File: src/rtl/circle_engine_if.sv
// Draw-request and pixel-plot signals between a circle requester and the engine.
interface circle_engine_if #(
  parameter int X_W      = 8,
  parameter int Y_W      = 7,
  parameter int R_W      = 8,
  parameter int COLOUR_W = 3
);
  logic                start;
  logic                fill;
  logic [COLOUR_W-1:0] colour;
  logic [X_W-1:0]      centre_x;
  logic [Y_W-1:0]      centre_y;
  logic [R_W-1:0]      radius;
  logic                plot_ready;
  logic                busy;
  logic                done;
  logic [X_W-1:0]      vga_x;
  logic [Y_W-1:0]      vga_y;
  logic [COLOUR_W-1:0] vga_colour;
  logic                vga_plot;

  modport master (
    output start, fill, colour, centre_x, centre_y, radius, plot_ready,
    input  busy, done, vga_x, vga_y, vga_colour, vga_plot
  );

  modport slave (
    input  start, fill, colour, centre_x, centre_y, radius, plot_ready,
    output busy, done, vga_x, vga_y, vga_colour, vga_plot
  );
endinterface

File: src/rtl/circle_engine.sv
// Midpoint-circle rasteriser: walks outline octants or filled spans, one
// candidate pixel per cycle, with screen clipping and plot back-pressure.
module circle_engine #(
  parameter int X_W      = 8,
  parameter int Y_W      = 7,
  parameter int R_W      = 8,
  parameter int COLOUR_W = 3,
  parameter int SCREEN_W = 160,
  parameter int SCREEN_H = 120
) (
  input  logic           clk,
  input  logic           rst,
  circle_engine_if.slave bus
);
  localparam int CW = ((X_W > Y_W) ? X_W : Y_W) + 2;
  localparam int OW = R_W + 2;
  localparam int KW = R_W + 3;

  typedef enum logic [1:0] {
    IDLE = 2'd0,
    PLOT = 2'd1,
    STEP = 2'd2,
    DONE = 2'd3
  } state_e;

  typedef struct packed {
    logic signed [CW-1:0] x;
    logic signed [CW-1:0] y;
  } coord_t;

  function automatic logic signed [CW-1:0] widen(input logic signed [OW-1:0] v);
    return CW'(v);
  endfunction

  // Spans 0/1 use the ox half-width, spans 2/3 use oy.
  function automatic logic signed [CW-1:0] span_lo(input logic [2:0] idx,
                                                   input logic signed [CW-1:0] cx,
                                                   input logic signed [CW-1:0] a,
                                                   input logic signed [CW-1:0] b);
    return idx[1] ? (cx - b) : (cx - a);
  endfunction

  function automatic logic signed [CW-1:0] span_hi(input logic [2:0] idx,
                                                   input logic signed [CW-1:0] cx,
                                                   input logic signed [CW-1:0] a,
                                                   input logic signed [CW-1:0] b);
    return idx[1] ? (cx + b) : (cx + a);
  endfunction

  function automatic coord_t candidate(input logic                 f,
                                       input logic [2:0]           idx,
                                       input logic signed [CW-1:0] sx,
                                       input logic signed [CW-1:0] cx,
                                       input logic signed [CW-1:0] cy,
                                       input logic signed [CW-1:0] a,
                                       input logic signed [CW-1:0] b);
    coord_t c;
    c = '0;
    if (f) begin
      c.x = sx;
      case (idx[1:0])
        2'd0:    c.y = cy + b;
        2'd1:    c.y = cy - b;
        2'd2:    c.y = cy + a;
        2'd3:    c.y = cy - a;
        default: c.y = cy;
      endcase
    end else begin
      case (idx)
        3'd0:    begin c.x = cx + a; c.y = cy + b; end
        3'd1:    begin c.x = cx + b; c.y = cy + a; end
        3'd2:    begin c.x = cx - a; c.y = cy + b; end
        3'd3:    begin c.x = cx - b; c.y = cy + a; end
        3'd4:    begin c.x = cx - a; c.y = cy - b; end
        3'd5:    begin c.x = cx - b; c.y = cy - a; end
        3'd6:    begin c.x = cx + a; c.y = cy - b; end
        3'd7:    begin c.x = cx + b; c.y = cy - a; end
        default: begin c.x = cx;     c.y = cy;     end
      endcase
    end
    return c;
  endfunction

  state_e                state_q, state_d;
  logic                  fill_q, fill_d;
  logic [COLOUR_W-1:0]   colour_q, colour_d;
  logic signed [CW-1:0]  cx_q, cx_d;
  logic signed [CW-1:0]  cy_q, cy_d;
  logic signed [OW-1:0]  ox_q, ox_d;
  logic signed [OW-1:0]  oy_q, oy_d;
  logic signed [KW-1:0]  crit_q, crit_d;
  logic [2:0]            idx_q, idx_d;
  logic signed [CW-1:0]  sx_q, sx_d;
  logic [X_W-1:0]        vga_x_q, vga_x_d;
  logic [Y_W-1:0]        vga_y_q, vga_y_d;
  logic [COLOUR_W-1:0]   vga_colour_q, vga_colour_d;
  logic                  vga_plot_q, vga_plot_d;
  logic                  busy_q, busy_d;
  logic                  done_q, done_d;

  logic signed [OW-1:0]  oy_new_s, ox_new_s;
  logic signed [KW-1:0]  crit_new_s;
  logic [2:0]            idx_next_s;
  logic                  advance_s;
  logic                  in_screen_s;
  coord_t                cand_s;

  // State and registered outputs.
  always_ff @(posedge clk) begin
    if (rst) begin
      state_q      <= IDLE;
      fill_q       <= 1'b0;
      colour_q     <= '0;
      cx_q         <= '0;
      cy_q         <= '0;
      ox_q         <= '0;
      oy_q         <= '0;
      crit_q       <= '0;
      idx_q        <= 3'd0;
      sx_q         <= '0;
      vga_x_q      <= '0;
      vga_y_q      <= '0;
      vga_colour_q <= '0;
      vga_plot_q   <= 1'b0;
      busy_q       <= 1'b0;
      done_q       <= 1'b0;
    end else begin
      state_q      <= state_d;
      fill_q       <= fill_d;
      colour_q     <= colour_d;
      cx_q         <= cx_d;
      cy_q         <= cy_d;
      ox_q         <= ox_d;
      oy_q         <= oy_d;
      crit_q       <= crit_d;
      idx_q        <= idx_d;
      sx_q         <= sx_d;
      vga_x_q      <= vga_x_d;
      vga_y_q      <= vga_y_d;
      vga_colour_q <= vga_colour_d;
      vga_plot_q   <= vga_plot_d;
      busy_q       <= busy_d;
      done_q       <= done_d;
    end
  end

  // Next-state, midpoint update and the candidate for the next cycle.
  always_comb begin
    state_d    = state_q;
    fill_d     = fill_q;
    colour_d   = colour_q;
    cx_d       = cx_q;
    cy_d       = cy_q;
    ox_d       = ox_q;
    oy_d       = oy_q;
    crit_d     = crit_q;
    idx_d      = idx_q;
    sx_d       = sx_q;
    idx_next_s = idx_q + 3'd1;
    advance_s  = (!vga_plot_q) || bus.plot_ready;

    oy_new_s = oy_q + OW'(1);
    if (crit_q[KW-1] || (crit_q == '0)) begin
      ox_new_s   = ox_q;
      crit_new_s = crit_q + (KW'(oy_new_s) <<< 1) + KW'(1);
    end else begin
      ox_new_s   = ox_q - OW'(1);
      crit_new_s = crit_q + ((KW'(oy_new_s) - KW'(ox_new_s)) <<< 1) + KW'(1);
    end

    case (state_q)
      IDLE: begin
        if (bus.start) begin
          fill_d   = bus.fill;
          colour_d = bus.colour;
          cx_d     = $signed({{(CW-X_W){1'b0}}, bus.centre_x});
          cy_d     = $signed({{(CW-Y_W){1'b0}}, bus.centre_y});
          ox_d     = $signed({2'b00, bus.radius});
          oy_d     = '0;
          crit_d   = KW'(1) - $signed({3'b000, bus.radius});
          idx_d    = 3'd0;
          sx_d     = cx_d - widen(ox_d);
          state_d  = PLOT;
        end else begin
          state_d = IDLE;
        end
      end
      PLOT: begin
        if (!advance_s) begin
          state_d = PLOT;
        end else if (fill_q) begin
          if (sx_q != span_hi(idx_q, cx_q, widen(ox_q), widen(oy_q))) begin
            sx_d = sx_q + CW'(1);
          end else if (idx_q == 3'd3) begin
            state_d = STEP;
          end else begin
            idx_d = idx_next_s;
            sx_d  = span_lo(idx_next_s, cx_q, widen(ox_q), widen(oy_q));
          end
        end else begin
          if (idx_q == 3'd7) begin
            state_d = STEP;
          end else begin
            idx_d = idx_next_s;
          end
        end
      end
      STEP: begin
        oy_d   = oy_new_s;
        ox_d   = ox_new_s;
        crit_d = crit_new_s;
        idx_d  = 3'd0;
        sx_d   = cx_q - widen(ox_new_s);
        if (oy_new_s > ox_new_s) begin
          state_d = DONE;
        end else begin
          state_d = PLOT;
        end
      end
      DONE: begin
        if (!bus.start) begin
          state_d = IDLE;
        end else begin
          state_d = DONE;
        end
      end
      default: state_d = IDLE;
    endcase

    cand_s      = candidate(fill_d, idx_d, sx_d, cx_d, cy_d, widen(ox_d), widen(oy_d));
    in_screen_s = (!cand_s.x[CW-1]) && (!cand_s.y[CW-1]) &&
                  (cand_s.x < CW'(SCREEN_W)) && (cand_s.y < CW'(SCREEN_H));

    if (state_d == PLOT) begin
      vga_x_d    = cand_s.x[X_W-1:0];
      vga_y_d    = cand_s.y[Y_W-1:0];
      vga_plot_d = in_screen_s;
    end else begin
      vga_x_d    = vga_x_q;
      vga_y_d    = vga_y_q;
      vga_plot_d = 1'b0;
    end
    vga_colour_d = colour_d;
    busy_d       = (state_d == PLOT) || (state_d == STEP);
    done_d       = (state_d == DONE);
  end

  assign bus.busy       = busy_q;
  assign bus.done       = done_q;
  assign bus.vga_x      = vga_x_q;
  assign bus.vga_y      = vga_y_q;
  assign bus.vga_colour = vga_colour_q;
  assign bus.vga_plot   = vga_plot_q;
endmodule

File: src/flat_wrapper.sv
// flat-port wrapper written by rule: the top's interface ports become plain ports
module circle_engine_flat 
#(
  parameter int X_W      = 8,
  parameter int Y_W      = 7,
  parameter int R_W      = 8,
  parameter int COLOUR_W = 3,
  parameter int SCREEN_W = 160,
  parameter int SCREEN_H = 120
)
  (clk, rst, bus_start, bus_fill, bus_colour, bus_centre_x, bus_centre_y, bus_radius, bus_plot_ready, bus_busy, bus_done, bus_vga_x, bus_vga_y, bus_vga_colour, bus_vga_plot);
  circle_engine_if #(.X_W(X_W), .Y_W(Y_W), .R_W(R_W), .COLOUR_W(COLOUR_W)) bus_i ();
  input  logic clk;
  input  logic rst;
  input wire logic [$bits(bus_i.start)-1:0] bus_start;
  input wire logic [$bits(bus_i.fill)-1:0] bus_fill;
  input wire logic [$bits(bus_i.colour)-1:0] bus_colour;
  input wire logic [$bits(bus_i.centre_x)-1:0] bus_centre_x;
  input wire logic [$bits(bus_i.centre_y)-1:0] bus_centre_y;
  input wire logic [$bits(bus_i.radius)-1:0] bus_radius;
  input wire logic [$bits(bus_i.plot_ready)-1:0] bus_plot_ready;
  output wire logic [$bits(bus_i.busy)-1:0] bus_busy;
  output wire logic [$bits(bus_i.done)-1:0] bus_done;
  output wire logic [$bits(bus_i.vga_x)-1:0] bus_vga_x;
  output wire logic [$bits(bus_i.vga_y)-1:0] bus_vga_y;
  output wire logic [$bits(bus_i.vga_colour)-1:0] bus_vga_colour;
  output wire logic [$bits(bus_i.vga_plot)-1:0] bus_vga_plot;
  assign bus_i.start = bus_start;
  assign bus_i.fill = bus_fill;
  assign bus_i.colour = bus_colour;
  assign bus_i.centre_x = bus_centre_x;
  assign bus_i.centre_y = bus_centre_y;
  assign bus_i.radius = bus_radius;
  assign bus_i.plot_ready = bus_plot_ready;
  assign bus_busy = bus_i.busy;
  assign bus_done = bus_i.done;
  assign bus_vga_x = bus_i.vga_x;
  assign bus_vga_y = bus_i.vga_y;
  assign bus_vga_colour = bus_i.vga_colour;
  assign bus_vga_plot = bus_i.vga_plot;
  circle_engine #(.X_W(X_W), .Y_W(Y_W), .R_W(R_W), .COLOUR_W(COLOUR_W), .SCREEN_W(SCREEN_W), .SCREEN_H(SCREEN_H)) u_core (.clk(clk), .rst(rst), .bus(bus_i));
endmodule
File: config.mk
export PLATFORM = sky130hd
export DESIGN_NAME = circle_engine_flat
export DESIGN_NICKNAME = d
export VERILOG_FILES = /design/src/rtl/circle_engine_if.sv /design/src/rtl/circle_engine.sv /design/src/flat_wrapper.sv
export SDC_FILE = /design/constraint.sdc
export NUM_CORES = 1
export LEC_CHECK = 0
export ABC_AREA = 0
export BUFFER_PORTS_ARGS = -buffer_cell sky130_fd_sc_hd__buf_2
export CAP_MARGIN = 20
export CORE_MARGIN = 2
export CORE_UTILIZATION = 48
export CTS_CLUSTER_DIAMETER = 40
export CTS_CLUSTER_SIZE = 25
export DETAILED_ROUTE_END_ITERATION = 8
export PLACE_DENSITY = 0.76
export SETUP_SLACK_MARGIN = 0.3
export SYNTH_ARGS = -nofsm -noshare
export SYNTH_HDL_FRONTEND = slang
export SYNTH_SLANG_ARGS = --single-unit
export TNS_END_PERCENT = 100
File: constraint.sdc
create_clock -name clk -period 10.6 [get_ports clk]
set_input_delay 2.65 -clock clk [delete_from_list [all_inputs] [get_ports clk]]
set_output_delay 2.65 -clock clk [all_outputs]
set_load 0.1 [all_outputs]
After elaboration in Yosys (flattened, before gate mapping). Index checks and enable logic that the tools add are counted.

Flip-flop bits (word level): 88. Latch bits: 0. Memory bits (writable): 0. Bits in read-only memories: 0. Output and inout bits: 21. Memories kept: 0.

Add/subtract/negate cells: 24. Multipliers: 0. Div/mod/pow operators: 0. Order comparisons: 3. Equality and inequality tests: 20. Shifts and indexed selects: 0. Multiplexer cells: 41. Bitwise gates (word level): 1. Reductions and logical operators: 17.

Operators by type and width (number): $pmux W20 S8 (1); $mux W10 (14); $sub A10 B10 Y10 (8); $add A10 B10 Y10 (6); $pmux W10 S2 (2); $pmux W10 S4 (1); $pmux W10 S3 (1); $add A11 B11 Y11 (2); $add A11 B2 Y11 const B (2); $mux W11 (2); $pmux W11 S2 (1); $add A10 B2 Y10 const B (2); $mux W20 (1); $mux W3 (6); $eq A3 B3 Y1 const B (5); $mux W2 (7); $eq A2 B2 Y1 const B (6); $logic_not A11 Y1 (1); $gt A10 B10 Y1 (1); $lt A10 B8 Y1 const B (1); $lt A10 B9 Y1 const B (1); $ne A10 B10 Y1 (1); $sub A10 B2 Y10 const B (1); $eq A3 B2 Y1 const B (3); other kinds (18) (30).

Depth between registers and ports, before layout. Gate-level depths: netlist of the first run.

Depth in word-level cells: 14. Gate-level depth with buffers: 24. Gate-level depth less buffers: 22.

Worst setup path before layout of the first run. No wires, ideal clock.

Path type: input to register. Start point: input port bus_start. End point: register u_core.vga_plot_q, in the netlist u_core.bus.vga_plot. Setup time: 0.134 ns. Arrival time: 6.889 ns. Required time: 10.466 ns. Path slack: 3.577 ns. Stages on the path: 19. Buffers on the path: 2. Cells stage by stage: clkbuf_1 o21ai_0 nor2_1 clkbuf_1 a221oi_1 inv_1 ha_1 o21ai_0 nand2b_1 a2111oi_0 o31ai_1 a31oi_1 mux2i_1 o21ai_0 or3b_2 o311ai_0 a21oi_1 o211ai_1 a2111oi_2.

Word-level cells in the longest chain between the ends: 9. Elaborated cells between the ends (all ways): 50. Classes of those cells: add/sub (8); order compare (2); eq/ne (11); mux (20); bitwise (1); reduce/logical (8).

RTL lines: from (decl) (line flat_wrapper.sv:15) `input wire logic [$bits(bus_i.start)-1:0] bus_start;`; $mux W10 (*) (line circle_engine.sv:173) `if (bus.start) begin`; $pmux W10 S2 (*) (line circle_engine.sv:171) `case (state_q)`; named net u_core.ox_d[1] (line circle_engine.sv:89) `logic signed [OW-1:0] ox_q, ox_d;`; $add A10 B10 Y10 (tied with other cells) (line circle_engine.sv:70, circle_engine.sv:76); $pmux W20 S8 / $pmux W10 S4 (equally long branches) (line circle_engine.sv:69, circle_engine.sv:61); $mux W20 (*) (line circle_engine.sv:59) `if (f) begin`; branches (longest 3 deep; another with $lt A10 B9 Y1); $logic_and A1 B1 Y1 (*) (line circle_engine.sv:232) `(cand_s.x < CW'(SCREEN_W)) && (cand_s.y < CW'(SCREEN_H));`; to (signal assigned) (line circle_engine.sv:141) `vga_plot_q <= vga_plot_d;`; to (decl) (line circle_engine.sv:97) `logic vga_plot_q, vga_plot_d;`.

Mark *: on every way through the listed nets, which the timed path passes. A chain may end at the register's enable or synchronous reset.

Final worst setup path of the first run.
Start point: input port bus_start. End point: register u_core.vga_plot_q, in the netlist u_core.bus.vga_plot.

Word-level cells in the longest chain between the ends: 9. Elaborated cells between the ends (all ways): 50. Classes of those cells: add/sub (8); order compare (2); eq/ne (11); mux (20); bitwise (1); reduce/logical (8).

RTL lines: $mux W10 (*) (line circle_engine.sv:173); $pmux W10 S2 (*) (line circle_engine.sv:171); named net u_core.oy_d[1] (line circle_engine.sv:90) `logic signed [OW-1:0] oy_q, oy_d;`; $add A10 B10 Y10 (tied with other cells) (line circle_engine.sv:71, circle_engine.sv:77); $pmux W20 S8 / $pmux W10 S4 (equally long branches) (line circle_engine.sv:69, circle_engine.sv:61); $mux W20 (*) (line circle_engine.sv:59); branches (longest 3 deep; another with $lt A10 B9 Y1); $logic_and A1 B1 Y1 (*) (line circle_engine.sv:232).

Marked as above.

==> results of run 1 <==
## flip-flops by register name, indices dropped and copies added, names as in the netlist
name / cells
u_core.bus.vga_colour: 3
u_core.crit_q: 11
u_core.bus.vga_x: 8
u_core.bus.busy: 1
u_core.cx_q: 10
u_core.bus.vga_y: 7
u_core.bus.vga_plot: 1
u_core.oy_q: 10
u_core.state_q: 2
u_core.idx_q: 3
u_core.fill_q: 1
u_core.ox_q: 10
u_core.cy_q: 10
u_core.sx_q: 10
u_core.bus.done: 1
## power by group through the flow
| stage | registers (µW) | clock network, µW | logic [µW] |
|---|---|---|---|
| final | 445 | 380 | 1610 |
| after global routing | 450 | 394 | 1750 |
| after CTS | 442 | 381 | 1570 |
| after detailed placement | 450 | 0 | 1560 |
| after global placement | 448 | 0 | 1530 |
| after floorplan | 565 | 0 | 1080 |
## metal layers
layer,vias up,global-route usage
met4,0,0.113
met5,-,0
met1,5613,0.388
met2,546,0.497
li1,5600,-
met3,105,0.0387
## worst max path at each step
stage,startpoint,endpoint,slack (ns),cells after the start
2_1_floorplan,bus_start,u_core.bus.vga_plot,3.58,19
3_3_place_gp,bus_start,u_core.bus.vga_plot,3.15,19
3_5_place_dp,bus_start,u_core.bus.vga_plot,3.03,18
4_1_cts,bus_start,u_core.bus.vga_plot,3.40,18
5_1_grt,bus_start,u_core.bus.vga_plot,2.99,18
6_report,bus_start,u_core.bus.vga_plot,3.22,18
## worst min-delay path, cell delays in order (launching register included)
cell	delay [ns]
dfxtp_1	0.31
nand2_1	0.05
a21oi_1	0.05
## cell usage after synthesis (all sizes together), types with 15 or more instances
cell type,n
a211oi,17
a21o,19
a21oi,113
a31oi,22
buf,18
clkbuf,67
dfxtp,88
fa,15
ha,151
inv,96
mux2i,55
nand2,133
nand2b,30
nand3,34
nor2,170
nor2b,43
nor3,30
o21a,16
o21ai,96
o21bai,16
xnor2,96
xor2,36
## area by class of cell
type                       count  area [µm²]
clock inverter                 6        97.6
fill                        2356       11600
clock buffer                  10         239
tap                          324         405
inverter                      97         364
sequential                    88        1760
multi-input combinational   1312        9340
timing repair buffer          70         398
## cell families after synthesis
kind of cell               Yosys count  share of synthesized area
and+or+nand+nor                    517                      0.207
buffers and inverters              182                     0.0609
muxes                               68                     0.0600
xor gates and xnor gates           132                     0.0995
adders and majority gates          166                      0.185
DFF                                 88                      0.149
AOI/OAI and AO/OA                  429                      0.238
## per-stage QoR
stage                      util  cells  hold slack [ns]  power [µW]  worst slack, ns
after floorplan               -   1582            0.444        1640             3.58
after global placement    0.506   1891            0.444        1980             3.15
after detailed placement  0.506   1891            0.449        2010             3.03
after CTS                 0.520   1907            0.460        2400             3.40
after global routing      0.520   1907            0.489        2590             2.99
final                     0.520   1907            0.461        2430             3.22
==> run_results.csv, run 1 <==
group,metric,value,unit
drt,top_layer_used,"met4",
timing,min_period,7.38,ns
synthesis,synth_seq_area_share,0.149,
timing,final.period_utilization,0.696,
pwr,pwr-share-comb,0.661,
pwr,powerDensity,193,mW/mm²
floorplan,rows,57,
final_layout,layout-drive-gt1-share,0.0809,
outcome,status,"finished, final reports clean",
floorplan,dieHeight,161,µm
drt,wl_met3,3130,µm
drt,wl_met2,17900,µm
min_path,hold_path_depth,2,
global_routing,first_global_vias,11178,
setup_path,crit_top_cell,"a21o_1",
setup_path,arrival,7.61,ns
global_routing,grt_pass1_wl,60800,µm
clocking,cts_tree,"yes",
final_layout,final_nets,1775,
global_routing,grt_max_degree,89,
synthesis,ys_seq_elements,88,
synthesis,ys.flop_type,"dfxtp_1",
pwr,p_leak,0.00565,µW
min_path,worstHoldPathType,"flip-flop to flip-flop",
setup_path,path_cells,"buf_2, o21ai_2, buf_4, a22oi_1, inv_1, ha_1, a21o_1, a21oi_1, o311ai_0, a21o_1, a21o_1, a31o_2, xnor2_1, mux2_2, mux2i_1, a22oi_1, nor4b_1, a2111oi_2",
drt,via_per_inst,6.22,
synthesis,async_flop_share,0,
global_routing,grt_usage,0.296,
global_routing,grt.overflow.total,0,
clocking,cts_sinks,88,
clocking,cts_hold_buf,0,
setup_path,path_buf_inv,3,
clocking,cts.repair.resized,0,
setup_path,crit_path_end_kind,"flip-flop",
synthesis,synth_nets,1779,
pwr,clock_power_share,0.156,
drt,wl_per_cell,20.5,µm
setup_path,critPathRequiredTime,10.83,ns
place,numPortBuffers,51,
timing,final.setup_skew,0.00935,ns
synthesis,yosysWarnings,0,
global_routing,antenna_found_initial,0,
floorplan,ios,52,
pwr,switching_share,0.513,
setup_path,worstSetupPathType,"input pin to flip-flop",
final_layout,antenna_cells,0,
synthesis,synth_top_area_frac,0.160,
setup_path,r2r-start,"u_core.idx_q[1]",
clocking,cts_setup_buffers,0,
final_layout,finalInstanceArea,0.0126,mm²
setup_path,worst_r2r_path_depth,17,
setup_path,cp_max_fo,22,
clocking,clkSlewWorstSetupHoldPaths,0.07,ns
synthesis,yosys-top-cells-area,"ha_1 16%, dfxtp_1 15%, xnor2_1 7.0%",
timing,final_hold_viol_count,0,
place,dpl.hpwl,30500,µm
clocking,htree_levels,3,
timing,clock.fmax,135,MHz
setup_path,worst_path_largest_cell_delay,0.78,ns
place,placedInstanceArea,0.0123,mm²
timing,grt_setup_unrepaired,"no",
floorplan,initial_core_util,0.487,
min_path,min_to,"u_core.bus.vga_colour[2]",
synthesis,synth.cell_area,0.0118,mm²
floorplan,die_width,161,µm
clocking,cts_buffers,9,
floorplan,fp.dieArea,0.0259,mm²
min_path,hold_start,"u_core.bus.vga_colour[2]",
timing,maxSlewViolCount,0,
timing,tns,0,ns
timing,tightest_slew,1.22,ns
drt,dr.pass1.iters,6,
pwr,p_seq_frac,0.183,
place,gp_congestion,0.983,
pwr,ir_worst_vdd,115,µV
drt,drt-total-wl,39200,µm
setup_path,cp_slowest_cell,"a22oi_1",
synthesis,ys_types,78,
final_layout,syn_to_final_growth,6.79,%
final_layout,layout_commonest_cell,"nor2_1",
clocking,clockRootBuffer,"clkbuf_16",
clocking,clk_latency,0.36,ns
setup_path,r2r_setup_slack,4.42,ns
drt,drt-initial-drc-count,1156,
drt,antenna_left,0,
synthesis,synth_top_area_cell,"ha_1",
pwr,p_switching,1250,µW
floorplan,fp.coreArea,0.0242,mm²
setup_path,worstReg2RegEnd,"u_core.bus.vga_plot",
drt,num_vias,11864,
synthesis,synth_cells,1582,
drt,drt-met1-wl,16600,µm
pwr,intPower,1180,µW
setup_path,critPathTopFamily,"compound AO/OA/AOI/OAI gates",
job,cap_violations,0,
drt,route.detailed.drc,0,
final_layout,most-common-layout-cells,"169 x nor2_1, 151 x ha_1, 133 x nand2_1, 113 x a21oi_1, 96 x inv_1",
timing,max_slew_margin,0.188,
synthesis,synth_edf_count,0,
timing,setup_violations,0,
clocking,cts_max_path_buffers,2,
synthesis,syn_avg_cell_area,7.46,µm²
setup_path,cp-start-kind,"input pin",
(Power assumes the default switching activity.)
==> run 2, diff against run 1 <==
--- a/config.mk
+++ b/config.mk
@@ -13,7 +13,7 @@
 export CTS_CLUSTER_DIAMETER = 40
 export CTS_CLUSTER_SIZE = 25
 export DETAILED_ROUTE_END_ITERATION = 8
-export PLACE_DENSITY = 0.76
+export PLACE_DENSITY = 0.78
 export SETUP_SLACK_MARGIN = 0.3
 export SYNTH_ARGS = -nofsm -noshare
 export SYNTH_HDL_FRONTEND = slang
==> constraint.sdc (replaced) <==
create_clock -name clk -period 6 [get_ports clk]
set_input_delay 1.5 -clock clk [delete_from_list [all_inputs] [get_ports clk]]
set_output_delay 1.5 -clock clk [all_outputs]
set_load 0.1 [all_outputs]
==> run_results.csv, run 2 (same netlist as run 1, synthesis figures left out) <==
group,metric,value,unit
outcome,status,"finished, final reports clean",
final_layout,largest_register_ffs,11,
min_path,worstHoldPathType,"flip-flop to flip-flop",
drt,route.detailed.drc,0,
final_layout,layout_commonest_cell,"nor2_1",
floorplan,initial_core_util,0.487,
floorplan,rows,57,
timing,tightest_slew,1.04,ns
timing,grt_setup_unrepaired,"no",
pwr,ir_worst_vdd,157,µV
pwr,p_leak,0.00584,µW
global_routing,antenna_found_initial,0,
clocking,clockRootBuffer,"clkbuf_16",
setup_path,crit_path_end_kind,"flip-flop",
timing,maxSlewViolCount,0,
final_layout,regMostFlops,"u_core.crit_q",
global_routing,first_global_vias,11560,
setup_path,critPathTopFamily,"compound AO/OA/AOI/OAI gates",
setup_path,cp-start-kind,"flip-flop",
floorplan,die_width,161,µm
final_layout,antenna_cells,0,
global_routing,grt.overflow.total,0,
clocking,cts_tree,"yes",
clocking,htree_levels,3,
drt,drt-total-wl,41000,µm
clocking,cts_setup_buffers,0,
setup_path,arrival,5.63,ns
setup_path,worst_path_largest_cell_delay,0.61,ns
drt,antenna_left,0,
place,numPortBuffers,51,
timing,clock.fmax,185,MHz
setup_path,worstSetupPathType,"flip-flop to flip-flop",
setup_path,path_buf_inv,3,
place,placedInstanceArea,0.0126,mm²
floorplan,ios,52,
pwr,finalPower,4320,µW
timing,final.period_utilization,0.901,
setup_path,path_cells,"nor4_1, a31oi_2, buf_4, nand3_1, o21ai_0, a21oi_1, buf_4, ha_1, inv_1, fa_1, nor2b_1, nor3_1, o31ai_1, a21oi_1, o21ai_0, a2111oi_0, a31oi_1, o21ai_0, or3b_2, o311ai_0, a21oi_1, o211ai_1, a2111oi_2",
timing,final_hold_viol_count,0,
setup_path,critPathRequiredTime,6.22,ns
floorplan,dieHeight,161,µm
place,gp_congestion,1.04,
drt,wl_per_cell,21.1,µm
final_layout,most-common-layout-cells,"169 x nor2_1, 151 x ha_1, 133 x nand2_1, 113 x a21oi_1, 96 x inv_1",
timing,min_period,5.40,ns
timing,max_slew_margin,0.308,
final_layout,fin_util,0.531,
timing,setup_violations,0,
final_layout,layout-drive-gt1-share,0.105,
clocking,clkSlewWorstSetupHoldPaths,0.07,ns
setup_path,cp_max_fo,9,
clocking,cts_max_path_buffers,2,
drt,via_per_inst,6.16,
global_routing,grt_pass1_wl,63400,µm
drt,dr.pass1.iters,7,
final_layout,finalInstanceArea,0.0129,mm²
clocking,cts_buffers,9,
drt,num_vias,11997,
final_layout,syn_to_final_growth,9.14,%
timing,tns,0,ns
clocking,cts_hold_buf,0,
job,cap_violations,0,
drt,drt-initial-drc-count,1151,
clocking,cts_sinks,88,
floorplan,fp.dieArea,0.0259,mm²
clocking,clk_latency,0.36,ns
global_routing,grt_usage,0.313,
global_routing,grt_max_degree,89,
place,dpl.hpwl,32600,µm
timing,final.setup_skew,0.0153,ns
pwr,powerDensity,336,mW/mm²
setup_path,cp_slowest_cell,"nor4_1",
final_layout,nFillCells,2389,
final_layout,final_nets,1814,
floorplan,fp.coreArea,0.0242,mm²
==> run 2: cell type report <==
type,count,area [µm²],share of cell area
Clock buffer,9,225,0.0175
Clock inverter,7,73.8,0.00573
Inverter,97,364,0.0283
Multi-Input combinational cell,1312,9360,0.727
Sequential cell,88,1760,0.137
Tap cell,324,405,0.0315
Timing Repair Buffer,109,691,0.0536
==> run 2: what timing repair did <==
item	CTS	global route
endpoints found under the setup margin	0	5
resized for setup	0	5
hold endpoints to repair	0	0
==> run 2: worst paths after layout <==
check	to	startpoint	slack, ns	cells after the start
setup / recovery	u_core.bus.vga_plot	u_core.crit_q[0]	0.60	23
hold / removal	u_core.bus.vga_colour[1]	u_core.bus.vga_colour[1]	0.46	2
setup reg to reg	u_core.bus.vga_plot	u_core.crit_q[0]	0.60	23
hold reg to reg	u_core.bus.vga_colour[1]	u_core.bus.vga_colour[1]	0.46	2
==> run 2: per-layer routing <==
metal,vias to the layer above,share of wire,track usage
li1,5672,-,-
met1,5598,0.41,0.395
met2,595,0.45,0.514
met3,132,0.095,0.0648
met4,0,0.047,0.144
met5,-,0,0
==> run 2: stage by stage <==
stage                     hold WS, ns  instances  worst slack, ns
after global routing            0.488       1946            0.300
after floorplan                 0.444       1582            0.357
final                           0.457       1946            0.596
after detailed placement        0.451       1930            0.358
after global placement          0.441       1930            0.500
after CTS                       0.462       1946            0.493
==> run 2: worst reg2reg max path: stages (launching register included) <==
cell and delay (ns):
dfxtp_1 0.39, nor4_1 0.61, a31oi_2 0.34, buf_4 0.28
nand3_1 0.08, o21ai_0 0.12, a21oi_1 0.31, buf_4 0.20
ha_1 0.17, inv_1 0.06, fa_1 0.38, nor2b_1 0.24
nor3_1 0.08, o31ai_1 0.28, a21oi_1 0.13, o21ai_0 0.24
a2111oi_0 0.15, a31oi_1 0.15, o21ai_0 0.13, or3b_2 0.45
o311ai_0 0.12, a21oi_1 0.13, o211ai_1 0.14, a2111oi_2 0.09
==> run 2: report_power, final <==
part	internal, µW	switching (µW)	total, µW
sequential	671	109	780
clock	296	294	590
combinational	1080	1870	2950
total	2050	2270	4320
==> run 3, diff against run 2 <==
--- a/config.mk
+++ b/config.mk
@@ -9,11 +9,11 @@
 export BUFFER_PORTS_ARGS = -buffer_cell sky130_fd_sc_hd__buf_2
 export CAP_MARGIN = 20
 export CORE_MARGIN = 2
-export CORE_UTILIZATION = 48
+export CORE_UTILIZATION = 58
 export CTS_CLUSTER_DIAMETER = 40
 export CTS_CLUSTER_SIZE = 25
 export DETAILED_ROUTE_END_ITERATION = 8
-export PLACE_DENSITY = 0.78
+export PLACE_DENSITY = 0.79
 export SETUP_SLACK_MARGIN = 0.3
 export SYNTH_ARGS = -nofsm -noshare
 export SYNTH_HDL_FRONTEND = slang
==> run_results.csv, run 3 (same netlist as run 1, synthesis figures left out) <==
group,metric,value,unit
outcome,status,"finished, final reports clean",
timing,tightest_slew,1.06,ns
final_layout,antenna_cells,0,
setup_path,critPathRequiredTime,6.22,ns
drt,num_vias,12031,
pwr,ir_worst_vdd,250,µV
final_layout,syn_to_final_growth,8.45,%
final_layout,finalInstanceArea,0.0128,mm²
place,numPortBuffers,51,
drt,drt-total-wl,40600,µm
setup_path,worst_path_largest_cell_delay,0.57,ns
final_layout,fin_util,0.637,
floorplan,die_width,147,µm
global_routing,antenna_found_initial,0,
clocking,clockRootBuffer,"clkbuf_16",
timing,setup_violations,0,
place,placedInstanceArea,0.0125,mm²
setup_path,crit_path_end_kind,"flip-flop",
min_path,min_to,"u_core.bus.vga_colour[1]",
global_routing,grt.overflow.total,0,
place,dpl.hpwl,32100,µm
timing,tns,0,ns
final_layout,largest_register_ffs,11,
final_layout,regMostFlops,"u_core.crit_q",
setup_path,r2r_setup_slack,0.67,ns
place,gp_congestion,0.972,
timing,grt_setup_unrepaired,"no",
job,cap_violations,0,
floorplan,rows,52,
clocking,cts_tree,"yes",
timing,final_hold_viol_count,0,
clocking,htree_levels,3,
min_path,hold_start,"u_core.bus.vga_colour[1]",
setup_path,worstReg2RegEnd,"u_core.bus.vga_plot",
setup_path,cp-startpoint,"bus_start",
clocking,clkSlewWorstSetupHoldPaths,0.07,ns
drt,wl_per_cell,21.5,µm
setup_path,cp_max_fo,19,
final_layout,final_nets,1813,
global_routing,grt_pass1_wl,63200,µm
timing,final.period_utilization,0.898,
timing,clock.fmax,186,MHz
min_path,worstHoldPathType,"flip-flop to flip-flop",
timing,max_slew_margin,0.293,
floorplan,initial_core_util,0.587,
setup_path,r2r-start,"u_core.crit_q[6]",
place,dp_cells,1875,
timing,maxSlewViolCount,0,
setup_path,worstSetupPathType,"input pin to flip-flop",
clocking,cts_buffers,9,
drt,antenna_left,0,
final_layout,layout_commonest_cell,"nor2_1",
drt,dr.pass1.iters,5,
final_layout,layout-drive-gt1-share,0.104,
clocking,cts_sinks,88,
clocking,cts_hold_buf,0,
setup_path,path_cells,"buf_2, o21ai_2, buf_4, nand2_1, o21ai_0, ha_1, o21ba_2, nor2_1, o21ai_0, a21oi_1, o41ai_1, o31a_1, xor2_1, mux2i_1, mux2i_1, a22oi_1, nor4b_1, a2111oi_2",
floorplan,fp.coreArea,0.0201,mm²
timing,min_period,5.39,ns
global_routing,grt_usage,0.374,
pwr,powerDensity,337,mW/mm²
setup_path,cp_slowest_cell,"o41ai_1",
min_path,hold_path_depth,2,
setup_path,worst_r2r_path_depth,24,
drt,drt-initial-drc-count,1201,
setup_path,arrival,5.61,ns
final_layout,stdcell_count,1891,
pwr,p_leak,0.00581,µW
final_layout,most-common-layout-cells,"169 x nor2_1, 151 x ha_1, 133 x nand2_1, 113 x a21oi_1, 96 x inv_1",
floorplan,fp.dieArea,0.0215,mm²
drt,via_per_inst,6.36,
floorplan,dieHeight,147,µm
clocking,cts_max_path_buffers,2,
floorplan,ios,52,
timing,final.setup_skew,0.0118,ns
drt,route.detailed.drc,0,
global_routing,grt_max_degree,88,
clocking,clk_latency,0.37,ns
global_routing,first_global_vias,11674,
setup_path,cp-start-kind,"input pin",
## run 3: how the worst max path moves through the flow
| stage | endpoint | slack [ns] | cells past startpoint |
|---|---|---|---|
| global placement | u_core.bus.vga_plot | 0.44 | 18 |
| floorplan | u_core.bus.vga_plot | 0.36 | 20 |
| global route | u_core.bus.vga_plot | 0.29 | 18 |
| finish | u_core.bus.vga_plot | 0.61 | 18 |
| CTS | u_core.bus.vga_plot | 0.65 | 18 |
| detailed placement | u_core.bus.vga_plot | 0.30 | 18 |
## run 3: final cells by class
cell class,instances,area (µm²)
multi-input cells,1312,9370
fillers,1835,7300
flip-flops and latches,88,1760
repair buffers,108,683
inverters,97,364
well taps,270,338
clock buffers,11,243
clock inverters,5,40.0
## run 3: metal layers
| metal | GRT usage | share of wire | vias to the layer above |
|---|---|---|---|
| li1 | - | - | 5666 |
| met1 | 0.474 | 0.41 | 5696 |
| met2 | 0.625 | 0.46 | 550 |
| met3 | 0.0509 | 0.076 | 119 |
| met4 | 0.184 | 0.051 | 0 |
| met5 | 0 | 0 | - |
## run 3: what timing repair did
| item | CTS | global route |
|---|---|---|
| resized for setup | 0 | 4 |
| hold endpoints to repair | 0 | 0 |
| setup buffers | 0 | 0 |
| endpoints found under the setup margin | 0 | 1 |
## run 3: metrics by stage
step           total power, µW  setup WS, ns  hold WS (ns)
6_report                  4320         0.611         0.455
3_5_place_dp              3660         0.297         0.448
5_1_grt                   4590         0.295         0.480
3_3_place_gp              3610         0.441         0.448
4_1_cts                   4240         0.651         0.457
2_1_floorplan             2910         0.357         0.444
## run 3: where the power goes
group,switching [µW],leakage (µW),internal (µW),total (µW)
Clock,276,0.000128,295,571
Combinational,1870,0.00496,1100,2960
Sequential,111,0.000722,671,781
Total,2250,0.00581,2060,4320
## run 3: critical path, delay by kind of cell
family | cells | cell delay (ns)
AND/OR/NAND/NOR | 3 | 0.61
adder cells (fa/ha/maj) | 1 | 0.35
buffers and inverters | 2 | 0.48
multiplexers | 2 | 0.31
AO/OA/AOI/OAI | 9 | 2.11
XOR/XNOR | 1 | 0.23
